<file path="config.mk">
export PLATFORM = sky130hd
export DESIGN_NAME = vga_fade_output_stage
export DESIGN_NICKNAME = d
export VERILOG_FILES = /design/src/rtl/vga_out_pkg.sv /design/src/rtl/vga_pixel_pipe.sv /design/src/rtl/vga_fade_output_stage.sv
export SDC_FILE = /design/constraint.sdc
export NUM_CORES = 1
export LEC_CHECK = 0
export CORE_MARGIN = 5
export CORE_UTILIZATION = 50
export DETAILED_ROUTE_END_ITERATION = 10
export PLACE_DENSITY = 0.82
export SETUP_SLACK_MARGIN = 0.2
export SKIP_CTS_REPAIR_TIMING = 1
export SLEW_MARGIN = 10
export SYNTH_ARGS = -nofsm -noshare
export SYNTH_HDL_FRONTEND = slang
export SYNTH_SLANG_ARGS = --single-unit
</file>
<file path="constraint.sdc">
create_clock -name clk -period 2.1 [get_ports clk]
set_input_delay 0.42 -clock clk [delete_from_list [all_inputs] [get_ports clk]]
set_output_delay 0.42 -clock clk [all_outputs]
set_load 0.05 [all_outputs]
</file>
<file path="src/rtl/vga_out_pkg.sv">
// Shared types and constants for the TinyVGA output stage.
package vga_out_pkg;

  localparam int LVL_W = 2;

  typedef enum logic [1:0] {
    FS_BLACK    = 2'd0,
    FS_FADE_IN  = 2'd1,
    FS_SHOW     = 2'd2,
    FS_FADE_OUT = 2'd3
  } fade_state_e;

  // TinyVGA PMOD bit positions: {hs,B0,G0,R0,vs,B1,G1,R1}
  localparam int UO_R1 = 0;
  localparam int UO_G1 = 1;
  localparam int UO_B1 = 2;
  localparam int UO_VS = 3;
  localparam int UO_R0 = 4;
  localparam int UO_G0 = 5;
  localparam int UO_B0 = 6;
  localparam int UO_HS = 7;

  // Idle pin word: both syncs deasserted (high), colour black
  localparam logic [7:0] UO_RESET = 8'h88;

  typedef struct packed {
    logic       hs;
    logic       vs;
    logic       de;
    logic [1:0] r;
    logic [1:0] g;
    logic [1:0] b;
  } pix_t;

  localparam int PIX_W = $bits(pix_t);

  localparam pix_t PIX_RST = '{hs: 1'b1, vs: 1'b1, de: 1'b0,
                               r: 2'd0, g: 2'd0, b: 2'd0};

  // Cap one colour channel at the current intensity level
  function automatic logic [1:0] clamp_lvl(input logic [1:0] c,
                                           input logic [LVL_W-1:0] lvl);
    return (c > lvl) ? lvl : c;
  endfunction

endpackage

</file>
<file path="src/rtl/vga_pixel_pipe.sv">
// Fixed-depth register chain carrying syncs, DE and colour together so
// every field sees identical latency.
module vga_pixel_pipe
  import vga_out_pkg::*;
#(
  parameter int               DEPTH   = 1,
  parameter logic [PIX_W-1:0] RST_VAL = PIX_RST
) (
  input  logic             clk,
  input  logic             rst_n,
  input  logic [PIX_W-1:0] d,
  output logic [PIX_W-1:0] q
);

  logic [DEPTH-1:0][PIX_W-1:0] stg;

  // Shift the pixel word one stage per clock; reset flushes every stage
  always_ff @(posedge clk) begin
    if (!rst_n) begin
      stg <= {DEPTH{RST_VAL}};
    end else begin
      stg[0] <= d;
      for (int i = 1; i < DEPTH; i++) stg[i] <= stg[i-1];
    end
  end

  assign q = stg[DEPTH-1];

endmodule

</file>
<file path="src/rtl/vga_fade_output_stage.sv">
// Output stage between renderer and TinyVGA PMOD: pipelined colour/sync,
// black outside the active area, and a frame-driven fade FSM that caps
// colour intensity. Level changes commit on the vsync falling edge, which
// sits inside vertical blank, so a frame is never drawn at two levels.
module vga_fade_output_stage
  import vga_out_pkg::*;
#(
  parameter int PIPE_STAGES  = 1,
  parameter int BLACK_FRAMES = 30,
  parameter int STEP_FRAMES  = 8,
  parameter int SHOW_FRAMES  = 240
) (
  input  logic       clk,
  input  logic       rst_n,
  input  logic [1:0] in_r,
  input  logic [1:0] in_g,
  input  logic [1:0] in_b,
  input  logic       in_hsync,
  input  logic       in_vsync,
  input  logic       in_de,
  input  logic       fade_en,
  output logic [7:0] uo_out,
  output logic       de_out,
  output logic       frame_tick,
  output logic [1:0] fade_level,
  output logic [1:0] fade_state
);

  localparam logic [7:0] BLACK_LAST = 8'(BLACK_FRAMES - 1);
  localparam logic [7:0] STEP_LAST  = 8'(STEP_FRAMES - 1);
  localparam logic [7:0] SHOW_LAST  = 8'(SHOW_FRAMES - 1);

  pix_t pix_in, pix_out;

  assign pix_in = '{hs: in_hsync, vs: in_vsync, de: in_de,
                    r: in_r, g: in_g, b: in_b};

  vga_pixel_pipe #(.DEPTH(PIPE_STAGES), .RST_VAL(PIX_RST)) u_pipe (
    .clk   (clk),
    .rst_n (rst_n),
    .d     (pix_in),
    .q     (pix_out)
  );

  fade_state_e      state_q, state_d;
  logic [LVL_W-1:0] lvl_q, lvl_d;
  logic [7:0]       cnt_q, cnt_d;
  logic             vs_prev_q;
  logic             tick_q;
  logic             frame_edge;
  logic [LVL_W-1:0] lvl_inc, lvl_dec;

  // Frame boundary is the raw vsync falling edge
  assign frame_edge = !in_vsync && vs_prev_q;
  assign lvl_inc    = lvl_q + 2'd1;
  assign lvl_dec    = lvl_q - 2'd1;

  // FSM, level, counter, edge detector and tick registers
  always_ff @(posedge clk) begin
    if (!rst_n) begin
      state_q   <= FS_BLACK;
      lvl_q     <= '0;
      cnt_q     <= '0;
      vs_prev_q <= 1'b1;
      tick_q    <= 1'b0;
    end else begin
      state_q   <= state_d;
      lvl_q     <= lvl_d;
      cnt_q     <= cnt_d;
      vs_prev_q <= in_vsync;
      tick_q    <= frame_edge;
    end
  end

  // Next state: fade_en=0 pins full brightness every cycle, otherwise
  // advance once per frame edge
  always_comb begin
    state_d = state_q;
    lvl_d   = lvl_q;
    cnt_d   = cnt_q;
    if (!fade_en) begin
      state_d = FS_SHOW;
      lvl_d   = 2'd3;
      cnt_d   = '0;
    end else if (frame_edge) begin
      unique case (state_q)
        FS_BLACK: begin
          if (cnt_q == BLACK_LAST) begin
            state_d = FS_FADE_IN;
            cnt_d   = '0;
          end else begin
            cnt_d = cnt_q + 8'd1;
          end
        end
        FS_FADE_IN: begin
          if (cnt_q == STEP_LAST) begin
            cnt_d = '0;
            lvl_d = lvl_inc;
            if (lvl_inc == 2'd3) state_d = FS_SHOW;
          end else begin
            cnt_d = cnt_q + 8'd1;
          end
        end
        FS_SHOW: begin
          if (cnt_q == SHOW_LAST) begin
            state_d = FS_FADE_OUT;
            cnt_d   = '0;
          end else begin
            cnt_d = cnt_q + 8'd1;
          end
        end
        FS_FADE_OUT: begin
          if (cnt_q == STEP_LAST) begin
            cnt_d = '0;
            lvl_d = lvl_dec;
            if (lvl_dec == 2'd0) state_d = FS_BLACK;
          end else begin
            cnt_d = cnt_q + 8'd1;
          end
        end
        default: begin
          state_d = FS_BLACK;
          lvl_d   = '0;
          cnt_d   = '0;
        end
      endcase
    end
  end

  logic [1:0] r_o, g_o, b_o;

  // Clamp at the last stage using the live level; blank when DE is low
  always_comb begin
    r_o = pix_out.de ? clamp_lvl(pix_out.r, lvl_q) : 2'd0;
    g_o = pix_out.de ? clamp_lvl(pix_out.g, lvl_q) : 2'd0;
    b_o = pix_out.de ? clamp_lvl(pix_out.b, lvl_q) : 2'd0;
  end

  // Scatter colour MSB/LSB and syncs onto the PMOD pin order
  always_comb begin
    uo_out        = '0;
    uo_out[UO_HS] = pix_out.hs;
    uo_out[UO_VS] = pix_out.vs;
    uo_out[UO_R1] = r_o[1];
    uo_out[UO_G1] = g_o[1];
    uo_out[UO_B1] = b_o[1];
    uo_out[UO_R0] = r_o[0];
    uo_out[UO_G0] = g_o[0];
    uo_out[UO_B0] = b_o[0];
  end

  assign de_out     = pix_out.de;
  assign frame_tick = tick_q;
  assign fade_level = lvl_q;
  assign fade_state = state_q;

endmodule

</file>
# Yosys cells after proc, flatten, opt, wreduce, memory -nomap -nowiden
# Cells that the tools add are included.
[op_classes] n_addsub=3 n_lt_le_gt_ge=3 n_eq_ne=21 muxes=24 n_reduce_logical=9
[ops] operator="$mux W2" n=18
[ops] operator="$mux W8" n=3
[ops] operator="$pmux W8 S3" n=1
[ops] operator="$ne A3 B3 Y1 const B" n=6
[ops] operator="$reduce_and A7 Y1" n=2
[ops] operator="$ne A2 B2 Y1 const B" n=6
[ops] operator="$add A8 B1 Y8 const B" n=1
[ops] operator="$eq A8 B3 Y1 const B" n=1
[ops] operator="$eq A8 B5 Y1 const B" n=1
[ops] operator="$eq A8 B8 Y1 const B" n=1
[ops] operator="$pmux W2 S4" n=1
[ops] operator="$eq A2 B2 Y1 const B" n=3
[ops] operator="$gt A2 B2 Y1" n=3
[ops] operator="$logic_not A2 Y1" n=2
[ops] operator="$pmux W2 S2" n=1
[ops] operator="$reduce_and A4 Y1" n=1
[ops] operator="$ne A3 B1 Y1 const B" n=1
[ops] operator="$add A2 B1 Y2 const B" n=1
[ops] operator="$eq A2 B1 Y1 const B" n=1
[ops] operator="$ne A2 B1 Y1 const B" n=1
[ops] operator="$reduce_and A2 Y1" n=1
[ops] operator="$reduce_or A2 Y1" n=1
[ops] operator="$sub A2 B1 Y2 const B" n=1
[ops] operator="$logic_and A1 B1 Y1" n=1
[ops] operator="$logic_not A1 Y1" n=1
[word_totals] ff_bits=23 inputBits=12 out_inout_bits=14 wordCells=67

# Logic depth before layout (Yosys ltp)
# Gate-level depths: netlist (run 1).
[logic_depth] depth_word=7 mapped_depth=6 mapped_depth_nobuf=6

# Hierarchy
# Synthesis (run 1) repeated with hierarchy kept, for this count alone.
[hier_totals] cells_unflattened=148 hier_area_um2=1330.0
[modules_own_cells] mod="vga_fade_output_stage" n_inst=1 cells_per_inst=130 area_per_inst_um2=1093.5 seq_area_each_um2=280.3
[modules_own_cells] mod="vga_pixel_pipe" n_inst=1 cells_per_inst=18 area_per_inst_um2=236.5 seq_area_each_um2=180.2

# Worst setup path before layout (run 1)
# Ideal clock, no wire load.
[synth_path] kind="register to output" from="register lvl_q[1], in the netlist fade_level[1]" to="output port uo_out[6]" arrival_ps=2322 t_required_ps=1680 path_slack_ps=-642 path_stages_with_launch=7 path_buffers=0 path_cell_list="dfxtp_1 > inv_1 > ha_1 > nor2b_1 > o21a_1 > o21ai_0 > a21oi_1"
[synth_via] elab_chain_len=3
[synth_rtl] item="from (decl)" line="vga_fade_output_stage.sv:46" source="logic [LVL_W-1:0] lvl_q, lvl_d;"
[synth_rtl] item="from (signal assigned)" line="vga_fade_output_stage.sv:68" source="lvl_q <= lvl_d;"
[synth_rtl] item="$gt A2 B2 Y1" line="vga_out_pkg.sv:43" source="return (c > lvl) ? lvl : c;"
[synth_rtl] item="$mux W2" line="vga_out_pkg.sv:43"
[synth_rtl] item="$mux W2" line="vga_fade_output_stage.sv:136" source="b_o = pix_out.de ? clamp_lvl(pix_out.b, lvl_q) : 2'd0;"
[synth_rtl] item="to (decl)" line="vga_fade_output_stage.sv:22" source="output logic [7:0] uo_out,"
# No other way between the ends.

# Worst setup path after layout (run 1)
# Ends and elaborated chain as after synthesis.

==> summary.txt, run 1 <==
Run status
  – Failing checks: setup timing
  – Status: finished, violations left

Yosys
  – Sequential area share after synthesis: 0.332
  – Primary FF master, synth: dfxtp_1
  – Syn_nets: between 150 and 200
  – Post-Syn Instances: 147
  – Unique cell type count in the Yosys netlist: 40
  – Top cell type by total area after synthesis: dfxtp_1
  – Number of synthesized register bits: 22
  – Syn. warnings: 0
  – Synth top area share: 0.332
  – Syn Area/Cell: between 9 and 10 sq um
  – Number of flops mapped to enable cells by yosys: 0
  – Async S/R FF share, synth: 0
  – Leading post-synthesis cells by cell area: dfxtp_1, ha_1, and2_1
  – Area of the mapped netlist: around 1300 sq um

Power
  – Sw power: around 0.29 mW
  – IR drop worst, VDD: slightly above 0.4 mV
  – Comb power frac: 0.283
  – Flop pwr share: 0.476
  – Total power: around 0.95 mW
  – Internal power: between 0.6 and 0.7 mW
  – Leakage: 0.779 nW
  – Pwr/cell area: slightly above 500 nW/um^2
  – Clock power frac: 0.240
  – Net Sw Frac: 0.305

STA
  – Setup TNS: -0.0131 ns
  – Tcrit/Tclk final: 1.01
  – RSZ-0062 raised after global routing: yes
  – Setup-failing EPs final: 1
  – Slew Viols, Final: 0
  – Worst slew pin tran: ~0.51 ns
  – Post-route minimum period: ~2.1 ns
  – Clock skew: around 0.0035 ns
  – FMAX: approximately 470 MHz
  – Worst relative slew slack: 0.657
  – Fin Hold WS: approximately 0.52 ns
  – Final WS setup: -0.0131 ns
  – Fin. Hold Viols: 0

Worst setup path
  – Bufs and invs on worst path: 2
  – Critical Path RT: between 1.5 and 2 ns
  – Worst EP arrival: 1.69 ns
  – Largest fanout on the critical path: 4
  – CP cell instances: inv_6 -> ha_4 -> nor2b_1 -> o21a_1 -> o21ai_2 -> a21oi_4 -> buf_12
  – Slowest Stage Delay on Critical Path: ~0.39 ns
  – CP max stage cell: dfxtp_4
  – R2r worst-path depth: 5
  – Worst r2r dst: fade_state[1]
  – Crit Path Category: flop to output pin
  – Critical path launch point type: flop
  – Worst Setup End Kind: output pin
  – Flop-to-flop setup slack: around 0.31 ns
  – Reg2Reg Launch Point: cnt_q[0]
  – Family with the most delay on the worst path: compound AO/OA/AOI/OAI gates

Route
  – Vias: roughly 1100
  – Via density per instance: approximately 5.5
  – Drt first pass iters: 4
  – WL/cell: approximately 14 microns
  – DRT antenna net count: 0
  – 1st-iter DRT viols: 27
  – Final wirelength: just under 3000 microns
  – DRC Markers: 0

Place
  – PortBufs: 25
  – Hpwl dp: approximately 2200 microns
  – RD Place Congestion: roughly 0.88
  – Dpl ws: between 0.1 and 0.15 ns
  – Placed insts: 201
  – Area after DPL: approximately 1700 sq um

Final layout
  – Share of layout cells above drive strength 1: 0.230
  – Commonest non-fill, non-tap cell in the layout: dfxtp_1
  – Final Non-Filler Cells: roughly 210
  – Fillers: between 150 and 200
  – Area delta synth->final: 38.4%
  – Final Instance Area: around 1800 sq um
  – Most frequent cells in the layout: dfxtp_1, ha_1, clkdlybuf4s50_1, buf_4
  – Ant diodes: 0
  – Post-Route Utilization: 0.734
  – Layout Nets: approximately 210

GRT
  – Total GRT Usage: 0.158
  – Vias in the first global route: roughly 1100
  – Gr ovfl total: 0
  – Layer with the highest usage: met2
  – Largest net degree at the start of global routing: 13
  – Initial antenna violation count: 0
  – Routing usage on met2: 0.268
  – GR Util met1: 0.196
  – GRT met3 Usage: 0.0294
  – First-pass GRT wire length: 4540 microns

Hold path
  – Worst hold stages: 2
  – WHS Endpoint: cnt_q[1]
  – Critical hold path startpoint: cnt_q[1]
  – HP Class: flop to flop

Clock tree
  – Max clock buf depth: 2
  – Clk_lat worst skew: roughly 0.30 ns
  – Clk slew on worst S/H paths: 0.12 ns
  – CTS Sinks: 22
  – CTS buffer count: 3
  – H-tree Lvls: 1
  – Clock root buffer: clkbuf_4
  – CTS tree: done

Floorplanning
  – DIE AREA: around 3800 sq um
  – Die Y: 61.5 microns
  – # IOs: 26
  – Core box area: 2500 sq um
  – Row cnt: 18
  – Initial Util: 0.530
  – DIE WIDTH: 61.5 microns

Job
  – Total of max-cap violations: 0
[worst max path at each step]
stage / startpoint / end / cells after the start
2_1_floorplan: fade_level[1] / uo_out[6] / 6
3_3_place_gp: in_vsync / cnt_q[2] / 6
3_5_place_dp: in_vsync / cnt_q[2] / 6
4_1_cts: fade_level[1] / uo_out[5] / 6
5_1_grt: fade_level[1] / uo_out[6] / 7
6_report: fade_level[1] / uo_out[6] / 7
[cell usage after synthesis (3+ instances only)]
cell type,n
ha_1,17
and2_1,10
a21oi_1,7
nand2b_1,3
nor2b_1,5
dfxtp_1,22
nand3_1,5
nand2_1,10
xnor2_1,5
nor2_1,3
nor4_1,3
nor3_1,3
clkbuf_1,3
a211oi_1,5
inv_1,11
[final cells by class]
| class | instances | area [sq um] | share of cell area |
|---|---|---|---|
| clock buffer | 4 | 36.3 | 0.0198 |
| sequential | 22 | 453 | 0.247 |
| inverter | 12 | 50.0 | 0.0273 |
| multi-input combinational | 107 | 925 | 0.504 |
| timing repair buffer | 33 | 333 | 0.181 |
| tap | 30 | 37.5 | 0.0205 |
[registers in the layout (all words and copies together) (netlist names)]
| signal | cells |
|---|---|
| u_pipe.q | 9 |
| cnt_q | 8 |
| fade_level | 2 |
| fade_state | 2 |
| frame_tick | 1 |
[worst register-to-register path, cell delays in order, from the launching register on]
cell and delay, ns:
dfxtp_2 0.41, ha_4 0.18, nand2_1 0.05, o41a_1 0.46, o41a_1 0.38, a311oi_1 0.23
[layer usage]
layer  share of wire  vias to the layer above
met5               0                        -
met4           0.014                        0
met3           0.046                        5
met2            0.48                       19
met1            0.45                      532
li1                -                      590
[logic make-up (layout without fill, tap and decap cells)]
logic type      after synthesis  count (layout)  share of synthesized area
xor+xnor                      7               7                     0.0463
buf+inv                      18              49                     0.0566
simple gates                 53              53                      0.235
mux                           1               1                    0.00755
compound gates               29              29                      0.161
fa+ha+maj                    17              17                      0.161
flops                        22              22                      0.332
[power by group through the flow]
stage / Sequential, mW / Combinational (mW) / Clock (mW)
6_report: 0.454 / 0.270 / 0.229
5_1_grt: 0.457 / 0.293 / 0.260
4_1_cts: 0.454 / 0.256 / 0.235
3_5_place_dp: 0.464 / 0.255 / 0
3_3_place_gp: 0.463 / 0.247 / 0
2_1_floorplan: 0.484 / 0.152 / 0
Note: power is estimated with default switching activity, not from simulation.
==> run 2, diff against run 1 <==
- REMOVE_ABC_BUFFERS: default -> 1
==> summary.txt, run 2 (same netlist as run 1, synthesis figures left out) <==
STA
  – FMAX: ~470 MHz
  – Slew Viols, Final: 0
  – Tcrit/Tclk final: 1.02
  – Fin Hold WS: around 0.53 ns
  – Worst relative slew slack: 0.641
  – RSZ-0062 raised after global routing: yes
  – Fin. Hold Viols: 0
  – Setup-failing EPs final: 2
  – Worst slew pin tran: between 0.5 and 0.6 ns
  – Clock skew: a little over 0.009 ns
  – Post-route minimum period: between 2 and 2.5 ns
  – Final WS setup: -0.0397 ns

Clock tree
  – Clk_lat worst skew: ~0.33 ns
  – Clock root buffer: clkbuf_4
  – Clk slew on worst S/H paths: between 0.1 and 0.15 ns
  – Max clock buf depth: 2
  – CTS buffer count: 3
  – CTS Sinks: 22
  – CTS tree: done
  – H-tree Lvls: 1

Worst setup path
  – Flop-to-flop setup slack: 0.24 ns
  – Worst EP arrival: around 1.7 ns
  – Worst Setup End Kind: output pin
  – Bufs and invs on worst path: 2
  – Slowest Stage Delay on Critical Path: approximately 0.38 ns
  – CP max stage cell: dfxtp_2
  – Critical Path RT: around 1.7 ns
  – Family with the most delay on the worst path: compound AO/OA/AOI/OAI gates
  – Critical path launch point type: flop
  – R2r worst-path depth: 5
  – Reg2Reg Launch Point: cnt_q[0]
  – Worst r2r dst: fade_state[1]
  – Crit Path Category: flop to output pin
  – Largest fanout on the critical path: 4
  – CP cell instances: inv_4 -> ha_4 -> nor2b_4 -> o21a_1 -> o21ai_2 -> a21oi_2 -> buf_12

Final layout
  – Most frequent cells in the layout: dfxtp_1, ha_1, buf_4, clkdlybuf4s50_1
  – Layout Nets: about 210
  – Ant diodes: 0
  – Max FFs per register: 9
  – Area delta synth->final: 36.4%
  – Commonest non-fill, non-tap cell in the layout: dfxtp_1
  – Share of layout cells above drive strength 1: 0.213
  – Fillers: 189
  – Final Instance Area: 1810 sq um

Floorplanning
  – Initial Util: 0.530
  – Die Y: about 60 microns
  – DIE AREA: ~3800 sq um
  – # IOs: 26
  – Row cnt: 18
  – DIE WIDTH: roughly 60 microns
  – Core box area: roughly 2500 sq um

Place
  – Dpl ws: approximately 0.13 ns
  – PortBufs: 25
  – Area after DPL: 1650 sq um
  – Hpwl dp: around 2500 microns
  – RD Place Congestion: approximately 0.91

Route
  – 1st-iter DRT viols: 64
  – DRC Markers: 0
  – Drt first pass iters: 4
  – Vias: 1236
  – Via density per instance: slightly below 6
  – Final wirelength: between 3000 and 4000 microns
  – WL/cell: ~17 microns
  – DRT antenna net count: 0

Power
  – Net Sw Frac: 0.293
  – IR drop worst, VDD: ~0.54 mV
  – Internal power: between 0.7 and 0.8 mW
  – Pwr/cell area: between 500 and 600 nW/um^2
  – Leakage: between 0.7 and 0.8 nW
  – Comb power frac: 0.257
  – Clock power frac: 0.316
  – Sw power: between 0.3 and 0.4 mW
  – Flop pwr share: 0.427

GRT
  – Initial antenna violation count: 0
  – Vias in the first global route: around 1200
  – Largest net degree at the start of global routing: 14
  – Total GRT Usage: 0.184
  – First-pass GRT wire length: around 5200 microns
  – Gr ovfl total: 0

Run status
  – Status: finished, violations left
  – Failing checks: setup timing

Hold path
  – HP Class: flop to flop
  – WHS Endpoint: cnt_q[1]
  – Critical hold path startpoint: cnt_q[1]
  – Worst hold stages: 2

Job
  – Total of max-cap violations: 0
run 2: cell count changes in the layout (fill, tap and decap cells not counted), moves of 2 or more:
cell	before	now
a21oi_4	3	0
a21oi_2	0	2
dfxtp_1	14	16
buf_4	11	13
buf_6	2	0
run 2: tightest hold or removal path, delay by kind of cell, from the launching register on:
kind             cells  cell delay [ns]
AND/OR/NAND/NOR      1             0.07
AO/OA/AOI/OAI        1             0.07
flip-flops           1             0.37
run 2: layout make-up:
type | count | area (sq um) | area share
sequential | 22 | 448 | 0.248
timing repair buffer | 33 | 335 | 0.186
multi-input combinational | 107 | 886 | 0.490
clock inverter | 1 | 30.0 | 0.0166
inverter | 12 | 47.5 | 0.0263
tap | 30 | 37.5 | 0.0208
clock buffer | 3 | 22.5 | 0.0125
run 2: power groups by stage:
stage,sequential [mW],combinational [mW],clock (mW)
2_1_floorplan,0.487,0.112,0
3_3_place_gp,0.455,0.233,0
3_5_place_dp,0.457,0.245,0
4_1_cts,0.447,0.246,0.340
5_1_grt,0.455,0.293,0.360
6_report,0.452,0.272,0.334
run 2: metrics by stage:
step / instances / total power, mW / utilization / setup TNS (ns)
after floorplan: 141 / 0.599 / - / -1.83
after global placement: 204 / 0.689 / 0.660 / 0
after detailed placement: 204 / 0.701 / 0.660 / 0
after CTS: 208 / 1.03 / 0.681 / -0.512
after global routing: 208 / 1.11 / 0.723 / -0.382
final: 208 / 1.06 / 0.723 / -0.0548
run 2: per-layer routing:
metal | part of all wire | track usage | wire length [microns]
met1 | 0.39 | 0.218 | 1410
met2 | 0.53 | 0.326 | 1890
met4 | 0.012 | 0.0879 | 44
met5 | 0 | 0 | 0
met3 | 0.067 | 0.0231 | 239
run 2: worst max-delay path by stage:
stage,from,cells past startpoint,slack (ns),endpoint
floorplan,fade_level[1],6,-0.64,uo_out[6]
global placement,in_vsync,6,0.18,cnt_q[2]
detailed placement,in_vsync,6,0.13,cnt_q[2]
CTS,fade_level[1],6,-0.19,uo_out[5]
global route,fade_level[1],7,-0.15,uo_out[6]
finish,fade_level[1],7,-0.04,uo_out[6]
